### src/rtl/pll_pkg.sv
// Shared state encoding and default parameters for the PLL lock detector.
package pll_pkg;

  typedef enum logic [1:0] {
    ST_IDLE    = 2'd0,
    ST_ARM     = 2'd1,
    ST_ACQUIRE = 2'd2,
    ST_LOCKED  = 2'd3
  } pll_state_t;

  localparam int DEF_MULT       = 8;
  localparam int DEF_TOL        = 1;
  localparam int DEF_LOCK_CNT   = 16;
  localparam int DEF_UNLOCK_CNT = 2;
  localparam int DEF_CNT_W      = 8;

endpackage

### src/rtl/pll_ref_sync.sv
// Two-flop synchronizer for the reference clock followed by a registered
// rising-edge detector; fixed 3-cycle latency from REF to rise.
module pll_ref_sync (
  input  logic CLK,
  input  logic RST,
  input  logic d,
  output logic rise
);

  logic ref_p0, ref_p1, ref_p2;

  always_ff @(posedge CLK or posedge RST) begin
    if (RST) begin
      ref_p0 <= 1'b0;
      ref_p1 <= 1'b0;
      ref_p2 <= 1'b0;
      rise   <= 1'b0;
    end else begin
      // p0/p1: metastability settle; p2: previous sample for edge detect
      ref_p0 <= d;
      ref_p1 <= ref_p0;
      ref_p2 <= ref_p1;
      rise   <= ref_p1 & ~ref_p2;
    end
  end

endmodule

### src/rtl/pll_lock_detect.sv
// PLL lock detector: measures REF period in CLK cycles and declares lock
// after LOCK_CNT consecutive in-tolerance periods.
module pll_lock_detect
  import pll_pkg::*;
#(
  parameter int MULT       = DEF_MULT,
  parameter int TOL        = DEF_TOL,
  parameter int LOCK_CNT   = DEF_LOCK_CNT,
  parameter int UNLOCK_CNT = DEF_UNLOCK_CNT,
  parameter int CNT_W      = DEF_CNT_W
) (
  input  logic             CLK,
  input  logic             RST,
  input  logic             REF,
  input  logic             ENb_VCO,
  output logic             LOCK,
  output logic [CNT_W-1:0] REF_CYC,
  output logic             CNT_VALID,
  output logic             ERR
);

  localparam int GW   = $clog2(LOCK_CNT + 1);
  localparam int BW   = $clog2(UNLOCK_CNT + 1);
  localparam int LO_I = (MULT > TOL) ? MULT - TOL : 0;
  localparam logic [CNT_W:0] LO_V  = (CNT_W+1)'(LO_I);
  localparam logic [CNT_W:0] HI_V  = (CNT_W+1)'(MULT + TOL);
  localparam logic [CNT_W:0] SAT_V = (CNT_W+1)'(4 * MULT);

  // Extra MSB keeps the bound compare free of wrap/underflow effects.
  function automatic logic in_tol(input logic [CNT_W:0] cyc);
    return (cyc >= LO_V) && (cyc <= HI_V);
  endfunction

  pll_state_t       state, state_nx;
  logic             ref_rise;
  logic [CNT_W-1:0] per_cnt, per_nx;
  logic [CNT_W:0]   cnt_inc;
  logic [GW-1:0]    good_cnt, good_nx, good_inc;
  logic [BW-1:0]    bad_cnt, bad_nx, bad_inc;
  logic [CNT_W-1:0] ref_cyc_nx;
  logic             valid_nx, err_nx;
  logic             measuring, timeout, period_end, period_good;

  pll_ref_sync u_sync (
    .CLK  (CLK),
    .RST  (RST),
    .d    (REF),
    .rise (ref_rise)
  );

  assign measuring   = (state == ST_ACQUIRE) || (state == ST_LOCKED);
  assign cnt_inc     = {1'b0, per_cnt} + 1'b1;
  // A coincident edge wins over saturation and is captured normally.
  assign timeout     = (cnt_inc == SAT_V) && !ref_rise;
  assign period_end  = measuring && ENb_VCO && (ref_rise || timeout);
  assign period_good = ref_rise && in_tol(cnt_inc);
  assign good_inc    = (good_cnt == GW'(LOCK_CNT)) ? good_cnt : good_cnt + 1'b1;
  assign bad_inc     = (bad_cnt == BW'(UNLOCK_CNT)) ? bad_cnt : bad_cnt + 1'b1;

  always_ff @(posedge CLK or posedge RST) begin
    if (RST) state <= ST_IDLE;
    else     state <= state_nx;
  end

  always_comb begin
    state_nx = state;
    if (!ENb_VCO) begin
      state_nx = ST_IDLE;
    end else begin
      case (state)
        ST_IDLE:    state_nx = ST_ARM;
        ST_ARM:     if (ref_rise) state_nx = ST_ACQUIRE;
        ST_ACQUIRE: if (period_end && period_good && good_inc == GW'(LOCK_CNT))
                      state_nx = ST_LOCKED;
        ST_LOCKED:  if (period_end && !period_good && bad_inc == BW'(UNLOCK_CNT))
                      state_nx = ST_ACQUIRE;
        default:    state_nx = ST_IDLE;
      endcase
    end
  end

  always_comb begin
    per_nx     = per_cnt;
    good_nx    = good_cnt;
    bad_nx     = bad_cnt;
    ref_cyc_nx = REF_CYC;
    valid_nx   = 1'b0;
    err_nx     = 1'b0;
    if (!ENb_VCO || !measuring) begin
      per_nx  = '0;
      good_nx = '0;
      bad_nx  = '0;
    end else begin
      per_nx = (ref_rise || timeout) ? '0 : cnt_inc[CNT_W-1:0];
      if (ref_rise) begin
        ref_cyc_nx = cnt_inc[CNT_W-1:0];
        valid_nx   = 1'b1;
      end
      if (period_end) begin
        if (period_good) begin
          good_nx = (state == ST_ACQUIRE) ? good_inc : good_cnt;
          bad_nx  = '0;
        end else begin
          err_nx  = 1'b1;
          good_nx = '0;
          bad_nx  = (state == ST_LOCKED) ? bad_inc : '0;
        end
      end
      if (state == ST_LOCKED && state_nx == ST_ACQUIRE) begin
        good_nx = '0;
        bad_nx  = '0;
      end
    end
  end

  always_ff @(posedge CLK or posedge RST) begin
    if (RST) begin
      per_cnt   <= '0;
      good_cnt  <= '0;
      bad_cnt   <= '0;
      REF_CYC   <= '0;
      CNT_VALID <= 1'b0;
      ERR       <= 1'b0;
      LOCK      <= 1'b0;
    end else begin
      per_cnt   <= per_nx;
      good_cnt  <= good_nx;
      bad_cnt   <= bad_nx;
      REF_CYC   <= ref_cyc_nx;
      CNT_VALID <= valid_nx;
      ERR       <= err_nx;
      LOCK      <= (state_nx == ST_LOCKED);
    end
  end

endmodule

### config.mk
export PLATFORM = sky130hd
export DESIGN_NAME = pll_lock_detect
export DESIGN_NICKNAME = d
export VERILOG_FILES = /design/src/rtl/pll_pkg.sv /design/src/rtl/pll_ref_sync.sv /design/src/rtl/pll_lock_detect.sv
export SDC_FILE = /design/constraint.sdc
export NUM_CORES = 1
export LEC_CHECK = 0
export BUFFER_PORTS_ARGS = -buffer_cell sky130_fd_sc_hd__buf_2
export CAP_MARGIN = 15
export CORE_AREA = 2 2 72 74
export DETAILED_ROUTE_END_ITERATION = 7
export DIE_AREA = 0 0 74 76
export GPL_TIMING_DRIVEN = 0
export PLACE_DENSITY = 0.64
export SYNTH_ARGS = -nofsm -noshare
export SYNTH_HDL_FRONTEND = slang
export SYNTH_HIERARCHICAL = 1
export SYNTH_SLANG_ARGS = --single-unit
### constraint.sdc
create_clock -name CLK -period 1.95 [get_ports CLK]
set_clock_uncertainty 0.05 [all_clocks]
set_input_delay 0.195 -clock CLK [delete_from_list [all_inputs] [get_ports CLK]]
set_output_delay 0.195 -clock CLK [all_outputs]
set_load 0.01 [all_outputs]
-- Word-level counts from Yosys, hierarchy flattened
Index checks and enable logic that the tools add are counted.
W data, S select, Z words.
- logic and storage cells: 76
- flip-flop bits (word level): 32
- output and inout bits: 11
- order comparisons: 2
- bitwise operators: 3
- equal/unequal tests: 11
- reduce and logical (&&, ||, !) cells: 21
- mux-type cells: 24
- add/sub/neg operators: 3
- operators by type and width (operator ; number):
    $mux W5 ; 6
    $mux W2 ; 10
    $mux W8 ; 2
    $eq A2 B2 Y1 const B ; 6
    $eq A5 B5 Y1 const B ; 2
    $logic_and A1 B1 Y1 ; 10
    $add A8 B1 Y9 const B ; 1
    $eq A9 B6 Y1 const B ; 1
    $ge A9 B3 Y1 const B ; 1
    $le A9 B4 Y1 const B ; 1
    $pmux W2 S4 ; 1
    $add A5 B1 Y5 const B ; 1
    $mux W1 ; 5
    $logic_not A1 Y1 ; 4
    $ne A4 B1 Y1 const B ; 1
    $reduce_and A2 Y1 ; 2
    $logic_or A1 B1 Y1 ; 3
    $reduce_bool A3 Y1 ; 1
    $add A2 B1 Y2 const B ; 1
    $eq A2 B1 Y1 const B ; 1
    $logic_not A2 Y1 ; 1
    $not A1 Y1 ; 2
    $and A1 B1 Y1 ; 1

-- Logic depth before layout (Yosys ltp)
Gate-level depths: netlist (run 1).
- depth in word-level cells: 14
- gate-level depth with buffers: 9
- mapped depth without buffers: 8

-- Modules after synthesis
The synthesis (run 1) kept the hierarchy.
- modules (own cells, without submodules) (module ; cells an instance ; instances ; area each (um^2)):
    pll_lock_detect ; 155 ; 1 ; 1539.0
    pll_ref_sync ; 6 ; 1 ; 117.6

-- Worst setup path after synthesis (run 1)
OpenSTA, ideal clock, no wires.
- kind: reg2reg
- start: register per_cnt[0]
- end: register good_cnt[3]
- cell stages (with the launch flop): 9
- arrival time: 1.940 ns
- buffers on the path: 1
- setup slack: -0.159 ns
- clock period less this slack: 2.109 ns
- cell sequence: dfrtp_1 ha_1 clkbuf_2 nand3_1 xor2_1 o211a_4 a41o_4 a41o_1 and3b_1
- longest elaborated chain between the ends: 14
- ends and longest elaborated chain (item ; line ; source):
    from (decl) ; pll_lock_detect.sv:36 ; logic [CNT_W-1:0] per_cnt, per_nx;
    from (signal assigned) ; pll_lock_detect.sv:126 ; per_cnt <= per_nx;
    $add A8 B1 Y9 (*) ; pll_lock_detect.sv:52 ; assign cnt_inc = {1'b0, per_cnt} + 1'b1;
    $ge A9 B3 Y1 (tied with other cells) ; pll_lock_detect.sv:31 ; return (cyc >= LO_V) && (cyc <= HI_V);
    $logic_and A1 B1 Y1, on equally long branches ; pll_lock_detect.sv:31, pll_lock_detect.sv:54 ;
    $logic_and A1 B1 Y1 / $logic_or A1 B1 Y1 (equally long branches) ; pll_lock_detect.sv:56, pll_lock_detect.sv:55 ;
    $logic_not A1 Y1 / $logic_and A1 B1 Y1 (equally long branches) ; pll_lock_detect.sv:75, pll_lock_detect.sv:55 ;
    $logic_and A1 B1 Y1, on equally long branches (2 in series) ; pll_lock_detect.sv:75, pll_lock_detect.sv:73 ;
    $mux W2, on equally long branches ; pll_lock_detect.sv:75, pll_lock_detect.sv:73 ;
    $pmux W2 S4 ; pll_lock_detect.sv:70 ; case (state)
    $mux W2 ; pll_lock_detect.sv:67 ; if (!ENb_VCO) begin
    $eq A2 B2 Y1 ; pll_lock_detect.sv:109 ; if (state == ST_LOCKED && state_nx == ST_ACQUIRE) begin
    $logic_and A1 B1 Y1 ; pll_lock_detect.sv:109 ;
    $ne A4 B1 Y1 (no line) (tied with other cells) ; -- ;
    $reduce_and A2 Y1 (no line) / $mux W5 (equally long branches) ; -- ;
    to (signal assigned) ; pll_lock_detect.sv:127 ; good_cnt <= good_nx;
    to (decl) ; pll_lock_detect.sv:38 ; logic [GW-1:0] good_cnt, good_nx, good_inc;
Mark *: on every way between the ends. The rest lies on a longest branch, timed or not. The select of a mux whose other input is x is not followed.
A chain may end at the register's enable or synchronous reset.

-- Worst setup path after layout (run 1)
- start: register per_cnt[0]
- end: register good_cnt[2]
- longest elaborated chain between the ends: 14
- ends and longest elaborated chain (item ; line ; source):
    $add A8 B1 Y9 (*) ; pll_lock_detect.sv:52 ;
    named net cnt_inc[0] ; pll_lock_detect.sv:37 ; logic [CNT_W:0] cnt_inc;
    $ge A9 B3 Y1 (tied with other cells) ; pll_lock_detect.sv:31 ;
    $logic_and A1 B1 Y1, on equally long branches ; pll_lock_detect.sv:31, pll_lock_detect.sv:54 ;
    $logic_and A1 B1 Y1 / $logic_or A1 B1 Y1 (equally long branches) ; pll_lock_detect.sv:56, pll_lock_detect.sv:55 ;
    $logic_not A1 Y1 / $logic_and A1 B1 Y1 (equally long branches) ; pll_lock_detect.sv:75, pll_lock_detect.sv:55 ;
    $logic_and A1 B1 Y1, on equally long branches (2 in series) ; pll_lock_detect.sv:75, pll_lock_detect.sv:73 ;
    $mux W2, on equally long branches ; pll_lock_detect.sv:75, pll_lock_detect.sv:73 ;
    $pmux W2 S4 ; pll_lock_detect.sv:70 ;
    $mux W2 ; pll_lock_detect.sv:67 ;
    $eq A2 B2 Y1 ; pll_lock_detect.sv:109 ;
    $logic_and A1 B1 Y1 ; pll_lock_detect.sv:109 ;
    $ne A4 B1 Y1 (no line) (tied with other cells) ; -- ;
    $reduce_and A2 Y1 (no line) / $mux W5 (equally long branches) ; -- ;
Mark *: on every way through the listed nets, which the timed path passes. The rest lies on a longest branch. The select of a mux whose other input is x is not followed.

==> results of run 1 <==
==> repair_timing <==
item / 4_1_cts / 5_1_grt
pin swaps: 13 / 15
cloned: 1 / 0
setup endpoints to repair: 18 / 17
hold endpoints to repair: 5 / 0
hold buffers: 2 / 0
gates resized for setup: 29 / 27
setup buffers: 16 / 9
==> cells in the mapped netlist, types with 2 or more instances <==
cell       instances
a2111oi_0          2
a21oi_1            5
a31o_2             2
a41o_1             2
and2_1             3
and3_1             3
and4_4             2
buf_6              2
clkbuf_1           2
dfrtp_1           32
ha_1               7
inv_1             10
nand2_1           16
nand2b_1           2
nand3_1            7
nand4_1            2
nor2_1            16
nor2b_1            2
nor3_1             2
o21ai_0           10
xnor2_1            2
xor2_1             6
==> metal layers <==
layer | share of wire | track usage | wire (um)
met3 | 0.032 | 0.0397 | 129
met2 | 0.51 | 0.222 | 2070
met4 | 0.011 | 0.0345 | 44
met1 | 0.44 | 0.198 | 1800
met5 | 0 | 0 | 0
==> worst max-delay path, cell delays in order (launching register included) <==
cell and delay (ns):
dfrtp_2 0.46, inv_2 0.08, ha_4 0.27, and2b_1 0.17
o21bai_4 0.07, mux2i_4 0.17, nand3_2 0.13, buf_6 0.16
a311o_1 0.28, a21oi_2 0.11
==> worst max path at each step <==
stage	start	cells after the start	slack (ns)	end
final	per_cnt[0]	9	-0.09	good_cnt[2]
after global routing	good_cnt[0]	8	-0.21	LOCK
after CTS	per_cnt[0]	8	-0.07	good_cnt[2]
after detailed placement	per_cnt[1]	9	-0.34	good_cnt[0]
after global placement	per_cnt[1]	9	-0.30	good_cnt[0]
after floorplan	per_cnt[1]	9	-0.07	good_cnt[0]
==> through the flow <==
step / hold WS (ns) / std cells / area (um^2) / setup WS (ns) / util
6_report: 0.111 / 279 / 2440 / -0.0853 / 0.497
3_3_place_gp: 0.0336 / 245 / 1860 / -0.296 / 0.380
3_5_place_dp: 0.0440 / 245 / 1860 / -0.343 / 0.380
5_1_grt: 0.131 / 279 / 2440 / -0.205 / 0.497
4_1_cts: 0.109 / 269 / 2200 / -0.0699 / 0.447
2_1_floorplan: -0.0889 / 161 / 1710 / -0.0658 / -
==> cell type report <==
type                       count  share of cell area
timing repair buffer          42               0.141
sequential                    32               0.331
buffer                         4              0.0123
tap                           70              0.0359
inverter                      10              0.0154
clock buffer                   6              0.0297
clock inverter                 1             0.00205
multi-input combinational    114               0.433
==> state kept, by name (all words and copies together), names as in the netlist <==
| name | flops |
|---|---|
| REF_CYC | 8 |
| per_cnt | 8 |
| good_cnt | 5 |
| bad_cnt | 2 |
| state | 2 |
| CNT_VALID | 1 |
| ERR | 1 |
| LOCK | 1 |
| u_sync/ref_p0 | 1 |
| u_sync/ref_p1 | 1 |
| u_sync/ref_p2 | 1 |
| u_sync/rise | 1 |
==> power by group through the flow <==
stage          Combinational, uW  Clock, uW  Sequential (uW)
2_1_floorplan               39.6          0              706
3_3_place_gp                65.3          0              704
3_5_place_dp                67.2          0              705
4_1_cts                     82.8        494              693
5_1_grt                      106        529              694
6_report                    94.4        489              693
==> cells by family after synthesis <==
| logic type | after synthesis | synth area share |
|---|---|---|
| flops | 32 | 0.483 |
| simple gates | 63 | 0.202 |
| fa+ha+maj | 7 | 0.0529 |
| xor+xnor | 8 | 0.0423 |
| mux | 2 | 0.0128 |
| buf+inv | 15 | 0.0438 |
| compound gates | 34 | 0.162 |
==> cell usage in the layout, fill, tap and decap left out, types with 2 or more instances in the layout <==
master / count
nor2_1: 16
and2_1: 3
dfrtp_2: 6
nand4_1: 2
ha_1: 2
xor2_1: 4
nand2b_1: 2
dfrtp_1: 26
xor2_4: 2
nand3_1: 5
a41o_1: 2
a31o_2: 2
clkbuf_8: 5
nand3_2: 2
and4_4: 2
nand2_1: 13
nor2b_1: 2
o21ai_1: 2
and3_1: 2
ha_4: 5
nand2_2: 3
buf_4: 17
buf_2: 14
a21oi_1: 3
inv_2: 4
inv_1: 6
o21ai_0: 7
clkbuf_1: 3
buf_6: 9
dlygate4sd3_1: 2
==> impl_results.md, run 1 <==
- Status: finished with violations
- Violated checks: negative setup slack
- RSZ-0062 raised after global routing: true
- Post-synth ARST share: 1.00
- Area of the multi-input gates: between 1000 and 1500 um^2
- Via count: 1351
- Clock buffer count from CTS: 5
- Final wirelength: 4050 um
- Final setup viols: 6
- Final Slew Violations: 0
- Clk_lat worst skew: around 0.28 ns
- PortBufs: 14
- Period utilisation layout: 1.04
- Worst r2r src: per_cnt[0]
- Synth top area cells: dfrtp_1, ha_1, nand2_1, nor2_1, xor2_1
- Synth Flop Type: dfrtp_1
- Routed Antenna Nets: 0
- Post-synth EDFFs: 0
- Total negative slack: -0.249 ns
- Synth Net Count: roughly 170
- Crit path capture type: register
- Post-synthesis register bit count: 32
- Sequential Area: ~810 um^2
- Combinational Power Share: 0.074
- Max-slew headroom: 0.705
- Worst setup path class: register to register
- Setup WS post-layout: -0.0853 ns
- P&R area growth vs syn: 47.4%
- Pwr dens: 523 nW/um^2
- Via density: slightly below 5
- Core ar.: 4910 um^2
- Largest net degree at the start of global routing: 29
- Worst-path maximum fanout: 5
- 1st-iter DRT viols: around 50
- Arr. time, crit path: around 2.2 ns
- H-tree depth: 2
- Max Cap Viol: 0
- Post-synthesis average cell area: ~10 um^2
- Post-Syn Area: 1660 um^2
- Switching fraction of total power: 0.243
- Reg2reg path depth: 9
- Fraction of layout cells with a size suffix above 1: 0.450
- Hold EP: state[1]
- Initial antenna violation count: 0
- R2R Path End: good_cnt[2]
- Startpoint Class: register
- CTS tree: done
- Clk buf depth: 2
- WL per Instance: roughly 15 um
- Worst slew pin tran: about 0.44 ns
- DP HPWL: roughly 2300 um
- Drt drc: 0
- Hold depth: 2
- Peak VDD IR: ~0.44 mV
- Hold crit path type: input port to register
- Die height: between 70 and 80 um
- Vias in the first global route: 1336
- Sequential group share of total power: 0.543
- Leak: a little over 0.001 uW
- Clock sink count: 32
- Yosys warnings: 6
- Number of cells produced by synthesis: 161
- Gpl congestion: roughly 0.74
- Pwr Total: 1280 uW
- Overall routing resource usage: 0.144
- Synth top area share: 0.483
- Seq/Total Area, Yosys: 0.483
- Nets@finish: 220
- Period minus WS final: 2.04 ns
- Clock share of power: 0.383
- Final hold vios: 0
- Pre-Repair DR Iteration Count: 4
- Sw Pwr: 310 uW
- Die ar.: ~5600 um^2
- Number of library cell types mapped by synthesis: 46
- Reg clk slew, reported paths: 0.07 ns
- Hold path startpoint: ENb_VCO
- Initial Util: 0.337
- FILL cells: roughly 440
- Fmax: approximately 0.49 GHz
- CTS root buf: clkbuf_8
- First-pass GRT wire length: roughly 6400 um
- Number of diodes: 0
- Internal power: approximately 970 uW
- Reg2reg setup slack: -0.09 ns
- WP data required: 2.11 ns
- Grt total ovfl: 0
- Num ports: 15
- Row cnt: 26
- DIE WIDTH: between 70 and 80 um
- Leading area contributor after synthesis: dfrtp_1
(Power assumes the default switching activity.)
==> inputs of run 2 (changes only) <==
- CORE_AREA: 2 2 72 74 -> 2 2 74 76
- DIE_AREA: 0 0 74 76 -> 0 0 76 78
- MAX_ROUTING_LAYER: unset -> met4
- PLACE_DENSITY: 0.64 -> 0.63
- SYNTH_HIERARCHICAL: 1 -> unset
==> run 2 against run 1 <==
  * Design area decreased by 3.4%
  * Sequential power about the same
  * Via count increased by 2.4%
  * Die area increased by 5.4%
  * Critical endpoint is now good_cnt[1]
  * Worst hold slack improved by 0.11 ns
  * Power increased by 4.3%
  * Synthesized area increased by 5.1%
  * The run still ends with negative setup slack left
  * Flip-flop and latch count unchanged
  * Sequential share of layout area increased by 0.89 points
  * Fmax decreased by 9.4%
  * First-iteration DRC count increased by 67%
  * Global-route usage decreased by 0.73 points
  * Highest routed layer unchanged
==> impl_results.md, run 2 <==
- Status: finished with violations
- Violated checks: negative setup slack
- Die ar.: 5930 um^2 (+5.4%)
- CTS root buf: clkbuf_8
- Via count: 1384 (+2.4%)
- Initial antenna violation count: 0 (unchanged)
- Buf/Inv on CP: 3 (+1)
- Row cnt: 26 (unchanged)
- Post-synthesis average cell area: 10.2 um^2 (-1.0%)
- Yosys warnings: 0 (-6)
- Xor and xnor area share after synthesis: 0.0352 (-0.00709)
- Synth Net Count: 182 (+5.8%)
- DP HPWL: 2460 um (+6.7%)
- Critical path capture point: good_cnt[1]
- Total negative slack: -2.73 ns (-2.48 ns)
- R2R Path End: good_cnt[1]
- Worst slew pin tran: 0.723 ns (+0.280 ns)
- H-tree depth: 2 (unchanged)
- Peak VDD IR: 0.414 mV (-5.4%)
- Worst-path cell chain: buf_6, inv_4, ha_4, nor2b_1, o21bai_1, mux2_4, o41ai_4, buf_4, a211o_1, a21oi_2
- Post-synth EDFFs: 0 (unchanged)
- Worst r2r src: per_cnt[0]
- Final Slew Violations: 0 (unchanged)
- Most common cell after layout, fill and taps aside: dfrtp_1
- Leading area contributor after synthesis: dfrtp_1
- Routed Antenna Nets: 0 (unchanged)
- DIE WIDTH: 76 um (+2.7%)
- Number of cells produced by synthesis: 171 (+6.2%)
- Crit path capture type: register
- Post-Syn Area: 1740 um^2 (+5.1%)
- Largest net degree at the start of global routing: 18 (-38%)
- Worst setup path start: per_cnt[0]
- Post-synth ARST share: 1.00 (unchanged)
- Pre-Repair DR Iteration Count: 4 (unchanged)
- Final wirelength: 3730 um (-7.8%)
- Most frequent cells in the layout: dfrtp_1, buf_4, nand3_1, buf_2
- Max Cap Viol: 0 (unchanged)
- Worst path slowest cell: dfrtp_1
- Clk buf depth: 2 (unchanged)
- WP data required: 2.05 ns (-0.06 ns)
- Delay of the slowest cell on the worst path: 0.38 ns (-0.08 ns)
- Arr. time, crit path: 2.34 ns (+0.14 ns)
- Post-synthesis simple-gate area fraction: 0.225 (+0.0224)
- Pwr dens: 564 nW/um^2 (+7.9%)
- Number of library cell types mapped by synthesis: 48 (+4.3%)
- 1st-iter DRT viols: 82 (+67%)
- Synth top area share: 0.460 (-0.0236)
- P&R area growth vs syn: 35.4%
- WL per Instance: 13.3 um (-8.5%)
- Leak: 0.000986 uW (-5.2%)
- Overall routing resource usage: 0.136 (-0.00734)
- Period utilisation layout: 1.15 (+0.109)
- Reg2reg path depth: 10 (+1)
- Nets@finish: 222 (+0.91%)
- Most common cell in the synthesized netlist: dfrtp_1
- Startpoint Class: register
- Adder-cell share of the synthesized area: 0.0503 (-0.00258)
- Area of the multi-input gates: 1030 um^2 (-2.1%)
- Synth top area cells: dfrtp_1, ha_1, nand3_1, nand2_1, nor2_1
- First-pass GRT wire length: 6390 um (+0.44%)
- Die height: 78 um (+2.6%)
- Reg2reg setup slack: -0.30 ns (-0.21 ns)
- Clk_lat worst skew: 0.27 ns (about the same)
- Post-synth top cells: dfrtp_1, nand3_1, nand2_1, nor2_1, inv_1
- Synth Area in Compound Gates: 0.177 (+0.0151)
- Clock buffer count from CTS: 5 (unchanged)
- Period minus WS final: 2.25 ns (+0.212 ns)
- CTS tree: done
- Post-synthesis mux area share: 0.00862 (-0.00422)
- Biggest regs: REF_CYC: 8 flops, per_cnt: 8 flops, good_cnt: 5 flops
- Critical path depth in cells: 10 (+1)
- Final hold vios: 0 (unchanged)
- Vias in the first global route: 1357 (+1.6%)
- Seq/Total Area, Yosys: 0.460 (-0.0236)
- Drt drc: 0 (unchanged)
- PortBufs: 14 (unchanged)
- DP Worst Slack: -0.476 ns (-0.133 ns)
- Core ar.: 5040 um^2 (+2.6%)
- Num ports: 15 (unchanged)
- Worst-path maximum fanout: 5 (unchanged)
- Fraction of layout cells with a size suffix above 1: 0.384 (-0.0659)
- Hold crit path type: input port to register
- Largest family of logic cells by synthesized area: simple AND/OR/NAND/NOR gates
- Final core occ: 0.468 (-0.0292)
- Clock sink count: 32 (unchanged)
- Final setup viols: 18 (+12)
- Fmax: 0.445 GHz (-9.4%)
- Post-synthesis register bit count: 32 (unchanged)
- Gpl congestion: 0.821 (+11%)
- Synth Flop Type: dfrtp_1
- Worst setup path class: register to register
- RSZ-0062 raised after global routing: true
- Initial Util: 0.345 (+0.00817)
- Grt total ovfl: 0 (unchanged)
- Via density: 4.93 (+1.7%)
- Number of diodes: 0 (unchanged)
- Setup WS post-layout: -0.297 ns (-0.212 ns)
- Reg clk slew, reported paths: 0.06 ns (about the same)
- Worst path top cell family by delay: compound AO/OA/AOI/OAI gates
- FILL cells: 467 (+5.2%)
- Sequential Area: 802 um^2 (-0.77%)
- Max-slew headroom: 0.518 (-0.187)
run 2: how the worst min path moves through the flow:
| stage | startpoint | to | slack, ns | cells after the start |
|---|---|---|---|---|
| floorplan | REF | u_sync.ref_p0 | 0.18 | 0 |
| global placement | REF | u_sync.ref_p0 | 0.25 | 1 |
| detailed placement | REF | u_sync.ref_p0 | 0.25 | 1 |
| CTS | ENb_VCO | state[1] | 0.21 | 2 |
| global route | ENb_VCO | state[1] | 0.22 | 2 |
| finish | ENb_VCO | state[1] | 0.22 | 2 |
run 2: logic make-up (layout without fill, tap and decap cells):
logic type	Yosys count	in the layout
adder cells (fa/ha/maj)	7	7
AO/OA/AOI/OAI	36	36
multiplexers	1	1
XOR/XNOR	7	7
buffers and inverters	17	57
AND/OR/NAND/NOR	71	71
flip-flops	32	32
run 2: power breakdown:
| part | switching, uW | internal [uW] | total, uW |
|---|---|---|---|
| Combinational | 54.7 | 42.6 | 97.4 |
| Clock | 227 | 314 | 541 |
| Sequential | 12.0 | 680 | 692 |
run 2: per-stage QoR:
stage,cells,power [uW],hold WS [ns],cell area (um^2)
after floorplan,171,750,0.176,1780
after global placement,255,775,0.254,1940
after detailed placement,256,784,0.254,1970
after CTS,280,1340,0.214,2310
after global routing,281,1390,0.222,2360
final,281,1330,0.220,2360
run 2: area by class of cell:
cell class | instances | area share
Buffer | 4 | 0.0127
Clock buffer | 7 | 0.0408
Inverter | 12 | 0.0202
Multi-Input combinational cell | 122 | 0.438
Sequential cell | 32 | 0.340
Tap cell | 70 | 0.0371
Timing Repair Buffer | 34 | 0.111
run 2: timing repair:
action,4_1_cts,5_1_grt
setup buffers,16,1
hold endpoints to repair,3,0
hold buffers,2,0
gates cloned,0,0
pin swaps,14,3
setup endpoints to repair,18,18
gates resized for setup,20,5
run 2: layer usage:
layer | track usage | vias up | share of wire
met5 | - | - | 0
met4 | 0.0327 | 0 | 0.0072
met3 | 0.0349 | 2 | 0.020
met2 | 0.228 | 10 | 0.51
met1 | 0.167 | 691 | 0.47
li1 | - | 681 | -
==> inputs of run 3 (changes only) <==
- ABC_AREA: unset -> 1
- ABC_CLOCK_PERIOD_IN_PS: unset -> 1950
- CTS_CLUSTER_SIZE: unset -> 25
==> run 3 against run 2 <==
  * The flow still finishes with violations (negative setup slack)
  * Combinational power shrank 1%
  * Final cell count grew 19%
  * Synthesized cell count grew 31%
  * Setup slack gained 0.23 ns
  * Critical endpoint unchanged
  * First-iteration DRC count shrank 23%
  * Synthesized area shrank 0.93%
  * Flip-flop and latch count is the same
  * Sequential power is essentially flat
  * Via count grew 6.1%
  * Core utilization shrank 2.7 points
  * Fmax grew 11%
  * Power grew 6.0%
  * Largest cell class unchanged
  * Highest routed layer unchanged
==> impl_results.md, run 3 <==
- Most common cell in the synthesized netlist: nand2_1
- Clock buffer count from CTS: 5 (unchanged)
- Period minus WS final: 2.02 ns (-0.231 ns)
- Largest net degree at the start of global routing: 18 (unchanged)
- P&R area growth vs syn: 28.9%
- Seq/Total Area, Yosys: 0.464 (+0.00433)
- Most frequent cells in the layout: nand2_1, inv_1, nor2_1
- 1st-iter DRT viols: 63 (-23%)
- DIE WIDTH: 76 um (unchanged)
- WP data required: 2.07 ns (+0.02 ns)
- Die ar.: 5930 um^2 (unchanged)
- Synth Flop Type: dfrtp_1
- Crit path capture type: register
- Setup WS post-layout: -0.0664 ns (+0.231 ns)
- Max-slew headroom: 0.520 (+0.00238)
- CTS root buf: clkbuf_8
- Number of diodes: 0 (unchanged)
- Post-synth ARST share: 1.00 (unchanged)
- WL per Instance: 10.8 um (-19%)
- Worst setup path class: register to register
- Clk_lat worst skew: 0.28 ns (about the same)
- Total negative slack: -0.474 ns (+2.25 ns)
- Peak VDD IR: 0.582 mV (+41%)
- Max Cap Viol: 0 (unchanged)
- Final hold vios: 0 (unchanged)
- Post-synth EDFFs: 0 (unchanged)
- Post-synthesis register bit count: 32 (unchanged)
- Gpl congestion: 0.866 (+5.5%)
- DP HPWL: 2460 um (+0.15%)
- Status: finished with violations
- Post-Syn Area: 1730 um^2 (-0.93%)
- Reg clk slew, reported paths: 0.07 ns (about the same)
- Core ar.: 5040 um^2 (unchanged)
- Violated checks: negative setup slack
- Fraction of layout cells with a size suffix above 1: 0.255 (-0.129)
- Synth top area cells: dfrtp_1, nand2_1, nor2_1, inv_1, ha_1
- Number of library cell types mapped by synthesis: 26 (-46%)
- Final Slew Violations: 0 (unchanged)
- Synth Net Count: 235 (+29%)
- Routed Antenna Nets: 0 (unchanged)
- Grt total ovfl: 0 (unchanged)
- Clk buf depth: 2 (unchanged)
- Number of cells produced by synthesis: 224 (+31%)
- Drt drc: 0 (unchanged)
- Initial Util: 0.342 (-0.00323)
- First-pass GRT wire length: 6540 um (+2.4%)
- Final wirelength: 3580 um (-3.9%)
- Via density: 4.41 (-10%)
- Period utilisation layout: 1.03 (-0.118)
- Leading area contributor after synthesis: dfrtp_1
- Overall routing resource usage: 0.142 (+0.00536)
- Startpoint Class: register
- Biggest regs: REF_CYC: 8 flops, per_cnt: 8 flops, good_cnt: 5 flops
- CTS tree: done
- Placed insts: 309 (+21%)
- Most common cell after layout, fill and taps aside: nand2_1
- Post-synthesis average cell area: 7.70 um^2 (-24%)
- Worst slew pin tran: 0.719 ns (-0.00356 ns)
- Worst-path maximum fanout: 5 (unchanged)
- RSZ-0062 raised after global routing: true
- Row cnt: 26 (unchanged)
- Synth top area share: 0.464 (+0.00433)
- Die height: 78 um (unchanged)
- Pwr dens: 634 nW/um^2 (+12%)
- Post-synth top cells: nand2_1, nor2_1, inv_1
- Num ports: 15 (unchanged)
- Final setup viols: 11 (-7)
- Via count: 1468 (+6.1%)
- Clock sink count: 32 (unchanged)
- Leak: 0.00110 uW (+12%)
- Fmax: 0.496 GHz (+11%)
- Yosys warnings: 0 (unchanged)
- Pre-Repair DR Iteration Count: 4 (unchanged)
- Hold crit path type: input port to register
- Nets@finish: 273 (+23%)
- Initial antenna violation count: 0 (unchanged)
- Vias in the first global route: 1465 (+8.0%)
- Finished Layout Cells: 333 (+19%)
- Arr. time, crit path: 2.14 ns (-0.20 ns)
- PortBufs: 14 (unchanged)
- H-tree depth: 2 (unchanged)
==> run 3: changes by cell type after synthesis, moves of 4 or more <==
cell and change:
nor2b_1 -7, nor2_1 +23, inv_1 +24, nand2_1 +38, xor2_1 -4, nand4_1 +6
==> run 3: through the flow <==
stage	area (um^2)	total power [uW]	hold WS, ns	setup slack, ns	util
5_1_grt	2220	1470	0.128	-0.231	0.441
6_report	2220	1410	0.103	-0.0664	0.441
3_3_place_gp	1880	773	0.259	-0.310	0.373
2_1_floorplan	1730	750	0.176	0.0121	-
3_5_place_dp	1910	781	0.263	-0.314	0.379
4_1_cts	2160	1420	0.0918	-0.0500	0.428
==> run 3: timing repair <==
action                                  4_1_cts  5_1_grt
hold endpoints to repair                     17        0
resized for setup                            17       11
gates cloned                                  1        1
pin swaps                                     9        6
hold buffers                                  2        0
endpoints found under the setup margin       18       17
setup buffers                                 8        4
==> run 3: worst max-delay path: stages (launching register included) <==
cell      delay [ns]
dfrtp_2         0.45
ha_2            0.23
nand2_2         0.10
clkinv_2        0.08
nand3_1         0.09
nand2_1         0.11
nor2_4          0.16
nand3_2         0.12
nand2_4         0.14
buf_4           0.13
o21ai_4         0.06
o21ai_1         0.12
nor2_1          0.05
==> run 3: power breakdown <==
group	internal [uW]	leakage, uW	switching [uW]
sequential	680	0.000431	9.28
combinational	38.6	0.000617	57.5
clock	378	0.0000541	248
==> run 3: kinds of logic after synthesis <==
group,count (synthesis),share of synthesized area
compound gates,24,0.0812
xor+xnor,1,0.00508
fa+ha+maj,7,0.0508
buf+inv,40,0.0870
flops,32,0.464
simple gates,120,0.312
==> run 3: path summary, 6_finish.rpt <==
path                                    start       endpoint  slack, ns  depth (start not counted)
worst min register to register  u_sync.ref_p0  u_sync.ref_p1       0.30                          0
min in group asynchronous                 RST     REF_CYC[0]       0.51                          3
worst max register to register     per_cnt[0]    good_cnt[1]      -0.07                         12
max in group asynchronous                 RST     per_cnt[1]       0.80                          4
worst max-delay path               per_cnt[0]    good_cnt[1]      -0.07                         12
worst min-delay path                  ENb_VCO       state[0]       0.10                          3
==> run 3: area by class of cell <==
type                       count  area (um^2)
clock buffer                   5         68.8
tap                           70         87.6
clock inverter                 3         42.5
buffer                         1         3.75
inverter                      39          158
timing repair inverter         1         7.51
multi-input combinational    153          841
fill                         502         2820
timing repair buffer          29          211
sequential                    32          803
==> run 3: layer usage <==
layer | vias to the layer above | track usage | share of wire
li1 | 769 | - | -
met1 | 679 | 0.173 | 0.48
met2 | 15 | 0.227 | 0.47
met3 | 5 | 0.0267 | 0.026
met4 | 0 | 0.0709 | 0.016
met5 | - | - | 0
